===== config.mk =====
export PLATFORM = sky130hd
export DESIGN_NAME = serial_sub8
export DESIGN_NICKNAME = d
export VERILOG_FILES = /design/src/rtl/serial_sub_pkg.sv /design/src/rtl/serial_sub8_full_sub.sv /design/src/rtl/serial_sub8.sv
export SDC_FILE = /design/constraint.sdc
export NUM_CORES = 1
export LEC_CHECK = 0
export BUFFER_PORTS_ARGS = -buffer_cell sky130_fd_sc_hd__buf_2
export CORE_ASPECT_RATIO = 0.75
export CORE_MARGIN = 3
export CORE_UTILIZATION = 53
export CTS_CLUSTER_SIZE = 12
export DETAILED_ROUTE_END_ITERATION = 10
export GPL_ROUTABILITY_DRIVEN = 0
export MAX_ROUTING_LAYER = met4
export PLACE_DENSITY = 0.77
export SETUP_SLACK_MARGIN = 0.2
export SLEW_MARGIN = 20
export SYNTH_ARGS = -nofsm -noshare
export SYNTH_HDL_FRONTEND = slang
export SYNTH_SLANG_ARGS = --single-unit

===== constraint.sdc =====
create_clock -name clk -period 1.8 [get_ports clk]
set_input_delay 0.09 -clock clk [delete_from_list [all_inputs] [get_ports clk]]
set_output_delay 0.09 -clock clk [all_outputs]
set_load 0.1 [all_outputs]

===== src/rtl/serial_sub_pkg.sv =====
// Shared types and constants for the bit-serial subtractor: FSM state encoding,
// default operand width and counter width.
package serial_sub_pkg;

    localparam int WIDTH_DEFAULT = 8;
    localparam int CNT_W         = $clog2(WIDTH_DEFAULT);

    typedef enum logic [1:0] {
        IDLE = 2'd0,
        RUN  = 2'd1,
        DONE = 2'd2
    } state_t;

    // True when the counter is on the last bit position of an operand.
    function automatic logic is_last_bit(input logic [CNT_W-1:0] cnt, input int width);
        return cnt == CNT_W'(width - 1);
    endfunction

endpackage


===== src/rtl/serial_sub8_full_sub.sv =====
// Single-bit full subtractor: d = a - b - bin, with borrow out.
module full_sub (
    input  logic a,
    input  logic b,
    input  logic bin,
    output logic d,
    output logic bout
);

    assign d    = a ^ b ^ bin;
    assign bout = (~a & b) | (~(a ^ b) & bin);

endmodule


===== src/rtl/serial_sub8.sv =====
// Bit-serial subtractor d = x - y - bin, LSB first through one full_sub cell.
// Optional signed-overflow output is enabled by defining SERIAL_SUB_OVF_EN.
module serial_sub8
    import serial_sub_pkg::*;
#(
    parameter int WIDTH = WIDTH_DEFAULT
) (
    input  logic             clk,
    input  logic             rst,
    input  logic             in_valid,
    output logic             in_ready,
    input  logic [WIDTH-1:0] x,
    input  logic [WIDTH-1:0] y,
    input  logic             bin,
    output logic             out_valid,
    input  logic             out_ready,
    output logic [WIDTH-1:0] d,
`ifdef SERIAL_SUB_OVF_EN
    output logic             bout,
    output logic             ovf
`else
    output logic             bout
`endif
);

    // Handshakes: a transfer happens on a rising edge where valid & ready are both
    // high; valid never depends on ready, and the payload is held while valid waits.

    state_t state;
    state_t state_next;

    logic [WIDTH-1:0] a_sr;
    logic [WIDTH-1:0] b_sr;
    logic [WIDTH-2:0] d_sr;
    logic [WIDTH-1:0] d_r;
    logic             br;
    logic             bout_r;
    logic [CNT_W-1:0] cnt;
    logic             last_bit;
    logic             cell_d;
    logic             cell_bout;

    assign last_bit = is_last_bit(cnt, WIDTH);

    full_sub u_cell (
        .a    (a_sr[0]),
        .b    (b_sr[0]),
        .bin  (br),
        .d    (cell_d),
        .bout (cell_bout)
    );

    always_ff @(posedge clk) begin
        if (rst) begin
            state <= IDLE;
        end else begin
            state <= state_next;
        end
    end

    always_comb begin
        state_next = state;
        in_ready   = 1'b0;
        out_valid  = 1'b0;
        case (state)
            IDLE: begin
                in_ready = ~rst;
                if (in_valid) begin
                    state_next = RUN;
                end
            end
            RUN: begin
                if (last_bit) begin
                    state_next = DONE;
                end
            end
            DONE: begin
                out_valid = 1'b1;
                if (out_ready) begin
                    state_next = IDLE;
                end
            end
            default: state_next = IDLE;
        endcase
    end

    // Operands shift right so the cell always sees bit 0; the difference enters from
    // the MSB side, so after WIDTH bits it sits in natural order.
    always_ff @(posedge clk) begin
        if (rst) begin
            a_sr   <= '0;
            b_sr   <= '0;
            d_sr   <= '0;
            d_r    <= '0;
            br     <= 1'b0;
            bout_r <= 1'b0;
            cnt    <= '0;
        end else begin
            case (state)
                IDLE: begin
                    if (in_valid) begin
                        a_sr <= x;
                        b_sr <= y;
                        br   <= bin;
                        cnt  <= '0;
                    end
                end
                RUN: begin
                    a_sr <= a_sr >> 1;
                    b_sr <= b_sr >> 1;
                    d_sr <= {cell_d, d_sr[WIDTH-2:1]};
                    br   <= cell_bout;
                    cnt  <= cnt + 1'b1;
                    if (last_bit) begin
                        d_r    <= {cell_d, d_sr};
                        bout_r <= cell_bout;
                    end
                end
                default: ;
            endcase
        end
    end

    assign d    = d_r;
    assign bout = bout_r;

`ifdef SERIAL_SUB_OVF_EN
    logic x_sign;
    logic y_sign;
    logic ovf_r;

    // Overflow only when the operand signs differ and the result sign leaves x's sign.
    always_ff @(posedge clk) begin
        if (rst) begin
            x_sign <= 1'b0;
            y_sign <= 1'b0;
            ovf_r  <= 1'b0;
        end else begin
            if (state == IDLE && in_valid) begin
                x_sign <= x[WIDTH-1];
                y_sign <= y[WIDTH-1];
            end
            if (state == RUN && last_bit) begin
                ovf_r <= (x_sign ^ y_sign) & (cell_d ^ x_sign);
            end
        end
    end

    assign ovf = ovf_r;
`endif

endmodule


==> impl_metrics.env, run 1 <==
export IMPL_syn_to_final_growth_pct=15.74
export IMPL_leakage_nw=0.7468
export IMPL_max_freq_mhz=680.6
export IMPL_nets=227
export IMPL_rows=16
export IMPL_globalRouteTotalUtil_pct=18.53
export IMPL_routed_wl_mm=3.065
export IMPL_clk_latency_ns=0.28
export IMPL_synthAdderAreaFrac_pct=2.848
export IMPL_vias_per_cell=5.280
export IMPL_drt_first_pass_iters=4
export IMPL_maxCapViolCount=0
export IMPL_synth_xor_area_share_pct=0
export IMPL_yosysWarningCount=0
export IMPL_finalClockSkew_ns=0.003573
export IMPL_postCtsSetupBuffers=0
export IMPL_synth_avg_cell_area_um2=9.142
export IMPL_synth_compound_area_share_pct=23.73
export IMPL_worst_pin_slew_ns=0.4791
export IMPL_grt_pass1_vias=1086
export IMPL_die_area_mm2=0.003682
export IMPL_place_area_mm2=0.001750
export IMPL_sequentialPowerShare_pct=55.7
export IMPL_hpwl_mm=2.245
export IMPL_syn_nets=197
export IMPL_synth_area_mm2=0.001582
export IMPL_startpoint_type="flop"
export IMPL_via_count=1262
export IMPL_ys_types=25
export IMPL_grt_max_degree=28
export IMPL_irDropWorstVdd_mv=0.5699
export IMPL_drcViolationCount=0
export IMPL_drt_iter0_markers=120
export IMPL_root_buffer="clkbuf_8"
export IMPL_crit_fanout=10
export IMPL_cp_data_required_time_ns=1.71
export IMPL_fp_coreArea_mm2=0.002723
export IMPL_io_buffers=31
export IMPL_mostFrequentLayoutCell="dfxtp_1"
export IMPL_cts_clk_slew_worst_paths_ns=0.07
export IMPL_holdWs_ns=0.06461
export IMPL_slew_headroom_pct=67.98
export IMPL_fin_crit_ns=1.469
export IMPL_end_kind="output port"
export IMPL_die_y_um=53.31
export IMPL_ant_nets=0
export IMPL_crit_type="reg -> out"
export IMPL_synth_top_area_cell="dfxtp_1"
export IMPL_p_comb_share_pct=11.8
export IMPL_rsz0062_at_grt="false"
export IMPL_hold_path_class="in -> reg"
export IMPL_synth_top_area_share_pct=48.10
export IMPL_synth_top_family_by_area="compound AO/OA/AOI/OAI gates"
export IMPL_netlist_top_cells_area="dfxtp_1 48%, o221a_2 11%, a21oi_1 10%, nand2_1 5.5%, buf_6 4.3%"
export IMPL_yosys_area_share_simple_pct=13.69
export IMPL_cts_tree="yes"
export IMPL_cts_buffer_depth=2
export IMPL_ioPinCount=32
export IMPL_grt_overflow=0
export IMPL_nFillCells=238
export IMPL_p_clk_share_pct=32.5
export IMPL_switching_power_mw=0.3986
export IMPL_cts_buffers=5
export IMPL_initial_utilization_pct=58.09
export IMPL_holdBufCountCts=0
export IMPL_yosys_register_bits=38
export IMPL_drive_gt1_share_pct=30.05
export IMPL_swShare_pct=24.35
export IMPL_tns_ns=0
export IMPL_grt_pass1_wl_mm=5.050
export IMPL_crit_arrival_ns=1.38
export IMPL_synth_cells=173
export IMPL_seq_area_frac_synth_pct=48.10
export IMPL_cts_max_level=2
export IMPL_slew_violations=0
export IMPL_cts_num_sinks=38
export IMPL_antenna_found_initial=0
export IMPL_synthMuxAreaShare_pct=1.266
export IMPL_wl_per_cell_um=12.82
export IMPL_antenna_cells=0
export IMPL_p_int_mw=1.238
export IMPL_stdcell_area_mm2=0.001831
export IMPL_finalHoldViolCount=0
export IMPL_die_x_um=69.08
export IMPL_final_cell_mix="37 x dfxtp_1, 32 x a21oi_1, 30 x buf_2"
export IMPL_status="completed"
export IMPL_p_per_area_mw_per_mm2=894.2
export IMPL_fin_crit_sh_pct=81.63
export IMPL_setup_viol=0
## logic make-up after synthesis
kind of cell,after synthesis
simple gates,47
fa+ha+maj,3
flops,38
buf+inv,30
mux,2
compound gates,53
## per-stage QoR
step / worst slack (ns) / utilization [%] / total power [mW] / std cells
4_1_cts: 0.3186 / 67.19 / 1.649 / 239
6_report: 0.3307 / 67.23 / 1.637 / 239
5_1_grt: 0.2476 / 67.23 / 1.715 / 239
2_1_floorplan: 0.4683 / - / 1.075 / 173
3_5_place_dp: 0.3617 / 64.29 / 1.123 / 232
3_3_place_gp: 0.4343 / 64.29 / 1.115 / 232
## layout make-up
| cell class | instances | area (um^2) | share of cell area [%] |
|---|---|---|---|
| Sequential cell | 38 | 762.0 | 41.63 |
| Multi-Input combinational cell | 105 | 675.6 | 36.91 |
| Timing Repair Buffer | 36 | 207.7 | 11.35 |
| Clock buffer | 7 | 76.32 | 4.170 |
| Inverter | 17 | 63.81 | 3.486 |
| Tap cell | 36 | 45.04 | 2.461 |
## repair_timing
item	4_1_cts	5_1_grt
hold endpoints to repair	0	0
resized for setup	1	1
endpoints found under the setup margin	1	1
## synth_stat cells
cell      count
nor2b_4       1
nor3_1        2
nand3b_1      1
nor2_2        1
clkbuf_1      3
nand2b_1      2
buf_4         1
nor2b_1       1
ha_1          2
dfxtp_1      38
o21bai_1      1
nor2_1        7
buf_6         6
a22oi_1       4
o221a_2      15
buf_1         1
nand2_1      23
fa_1          1
nor3b_1       1
a311oi_1      1
inv_1        17
mux2i_1       2
nand3_1       8
buf_2         2
a21oi_1      32
## metal layers
metal / GRT usage, % / wire [um]
met5: - / 0
met4: 7.143 / 29
met3: 7.021 / 225
met2: 26.58 / 1370
met1: 23.68 / 1439
## path summary, 6_finish.rpt
kind	start	endpoint	slack (ns)	cells past startpoint
setup / recovery	state[1]	out_valid	0.33	2
hold / removal	y[7]	b_sr[7]	0.06	3
setup reg to reg	state[1]	a_sr[3]	0.42	3
hold reg to reg	d[3]	d[3]	0.45	2
## flip-flops by register name (all words and copies together), names as in the netlist
name   flops
br         1
cnt        3
b_sr       8
bout       1
state      2
d_sr       7
d          8
a_sr       8
## power by group through the flow
| stage | clock, mW | combinational [mW] | sequential (mW) |
|---|---|---|---|
| after floorplan | 0 | 0.158 | 0.918 |
| after global placement | 0 | 0.188 | 0.927 |
| after detailed placement | 0 | 0.193 | 0.930 |
| after CTS | 0.543 | 0.195 | 0.911 |
| after global routing | 0.583 | 0.217 | 0.916 |
| final | 0.532 | 0.194 | 0.912 |
## worst max-delay path: stages (launching register included)
cell	delay, ns
dfxtp_1	0.58
nor2b_4	0.23
buf_4	0.29
No activity file was read; power rests on OpenSTA's default activity.
==> run 2: changes to the inputs <==
==> constraint.sdc (replaced) <==
create_clock -name clk -period 1.5 [get_ports clk]
set_input_delay 0.075 -clock clk [delete_from_list [all_inputs] [get_ports clk]]
set_output_delay 0.075 -clock clk [all_outputs]
set_load 0.1 [all_outputs]
==> impl_metrics.env, run 2 (same netlist as run 1, synthesis figures left out) <==
export IMPL_min_from="out_ready"
export IMPL_die_area_mm2=0.003682
export IMPL_drcViolationCount=0
export IMPL_end_kind="output port"
export IMPL_rows=16
export IMPL_via_count=1328
export IMPL_r2r_cells=4
export IMPL_fin_crit_sh_pct=83.07
export IMPL_routed_wl_mm=3.207
export IMPL_holdBufCountCts=0
export IMPL_cp_data_required_time_ns=1.42
export IMPL_reg2reg_slack_ns=0.26
export IMPL_wl_per_cell_um=13.20
export IMPL_die_x_um=69.08
export IMPL_crit_fanout=10
export IMPL_fin_crit_ns=1.246
export IMPL_globalRouteTotalUtil_pct=19.08
export IMPL_whs_path_depth=3
export IMPL_multi_input_area_um2=689.4
export IMPL_p_per_area_mw_per_mm2=1072
export IMPL_leakage_nw=0.7745
export IMPL_reg2reg_to="a_sr[3]"
export IMPL_ioPinCount=32
export IMPL_antenna_cells=0
export IMPL_whs_endpoint="state[1]"
export IMPL_ant_nets=0
export IMPL_cts_buffers=5
export IMPL_startpoint_type="flop"
export IMPL_root_buffer="clkbuf_8"
export IMPL_status="completed"
export IMPL_grt_max_degree=21
export IMPL_cts_clk_slew_worst_paths_ns=0.07
export IMPL_worst_pin_slew_ns=0.4829
export IMPL_final_cell_mix="34 x dfxtp_1, 31 x a21oi_1, 29 x buf_2"
export IMPL_cts_num_sinks=38
export IMPL_hold_path_class="in -> reg"
export IMPL_fp_coreArea_mm2=0.002723
export IMPL_max_freq_mhz=802.5
export IMPL_grt_overflow=0
export IMPL_finalClockSkew_ns=0.005708
export IMPL_io_buffers=31
export IMPL_drt_first_pass_iters=5
export IMPL_drive_gt1_share_pct=34.78
export IMPL_crit_arrival_ns=1.17
export IMPL_final_seq_area_um2=768.2
export IMPL_irDropWorstVdd_mv=0.5564
export IMPL_initial_utilization_pct=58.09
export IMPL_setup_viol=0
export IMPL_vias_per_cell=5.465
export IMPL_slew_headroom_pct=67.74
export IMPL_nFillCells=234
export IMPL_crit_type="reg -> out"
export IMPL_slew_violations=0
export IMPL_tns_ns=0
export IMPL_maxCapViolCount=0
export IMPL_rsz0062_at_grt="true"
export IMPL_worst_slack_ns=0.2540
export IMPL_antenna_found_initial=0
export IMPL_r2r_start="state[0]"
export IMPL_drt_iter0_markers=80
export IMPL_die_y_um=53.31
export IMPL_cts_tree="yes"
export IMPL_cts_buffer_depth=2
export IMPL_grt_pass1_wl_mm=5.368
export IMPL_finalHoldViolCount=0
export IMPL_pre_cts_ws_ns=0.09128
export IMPL_holdWs_ns=0.04018
export IMPL_hpwl_mm=2.274
export IMPL_mostFrequentLayoutCell="dfxtp_1"
export IMPL_cts_max_level=2
export IMPL_grt_pass1_vias=1229
export IMPL_syn_to_final_growth_pct=20.02
export IMPL_nets=230
export IMPL_clk_latency_ns=0.28
## run 2: cell types whose count changed in the layout (fill, tap and decap cells not counted), moves of 2 or more
| cell | before | now |
|---|---|---|
| dfxtp_2 | 1 | 3 |
| buf_4 | 5 | 7 |
| dfxtp_1 | 37 | 34 |
| buf_6 | 0 | 2 |
## run 2: layout make-up
| class | count | share of cell area [%] |
|---|---|---|
| clock buffers | 7 | 4.548 |
| clock inverters | 1 | 0.2637 |
| inverters | 17 | 3.362 |
| multi-input cells | 105 | 36.32 |
| flip-flops and latches | 38 | 40.47 |
| well taps | 36 | 2.373 |
| repair buffers | 39 | 12.66 |
## run 2: timing repair
action,CTS,global route
gates resized for setup,6,5
buffers inserted,2,0
setup endpoints to repair,32,13
gates cloned,0,0
pin swaps,1,1
## run 2: metal layers
metal  up-vias  global-route usage [%]  share of wire, %
met1       619                   22.87                46
met2        38                   31.17                45
met5         -                       -                 0
met3         5                   5.503               7.6
met4         0                   6.818               1.3
li1        666                       -                 -
## run 2: worst max-delay path by stage
stage | start | end | slack [ns] | depth (start not counted)
2_1_floorplan | state[1] | in_ready | 0.20 | 2
3_3_place_gp | state[0] | a_sr[1] | 0.12 | 3
3_5_place_dp | state[0] | b_sr[4] | 0.09 | 3
4_1_cts | cnt[0] | bout | 0.21 | 5
5_1_grt | cnt[0] | bout | 0.17 | 5
6_report | state[1] | in_ready | 0.25 | 2
## run 2: critical path, stage by stage (launching register included)
cell and delay (ns):
dfxtp_4 0.40, nor3_4 0.18, buf_4 0.31
## run 2: where the power goes
group / total, mW / internal (mW) / switching, mW
Clock: 0.701 / 0.370 / 0.331
Sequential: 1.09 / 1.06 / 0.0332
Combinational: 0.243 / 0.110 / 0.133
Total: 2.03 / 1.54 / 0.497
## run 2: metrics by stage
step	cell area (um^2)	cells	power [mW]	utilization, %
detailed placement	1762	233	1.347	64.71
floorplan	1602	173	1.290	-
global placement	1762	233	1.336	64.71
finish	1898	243	2.035	69.72
CTS	1884	243	2.055	69.21
global route	1898	243	2.129	69.72
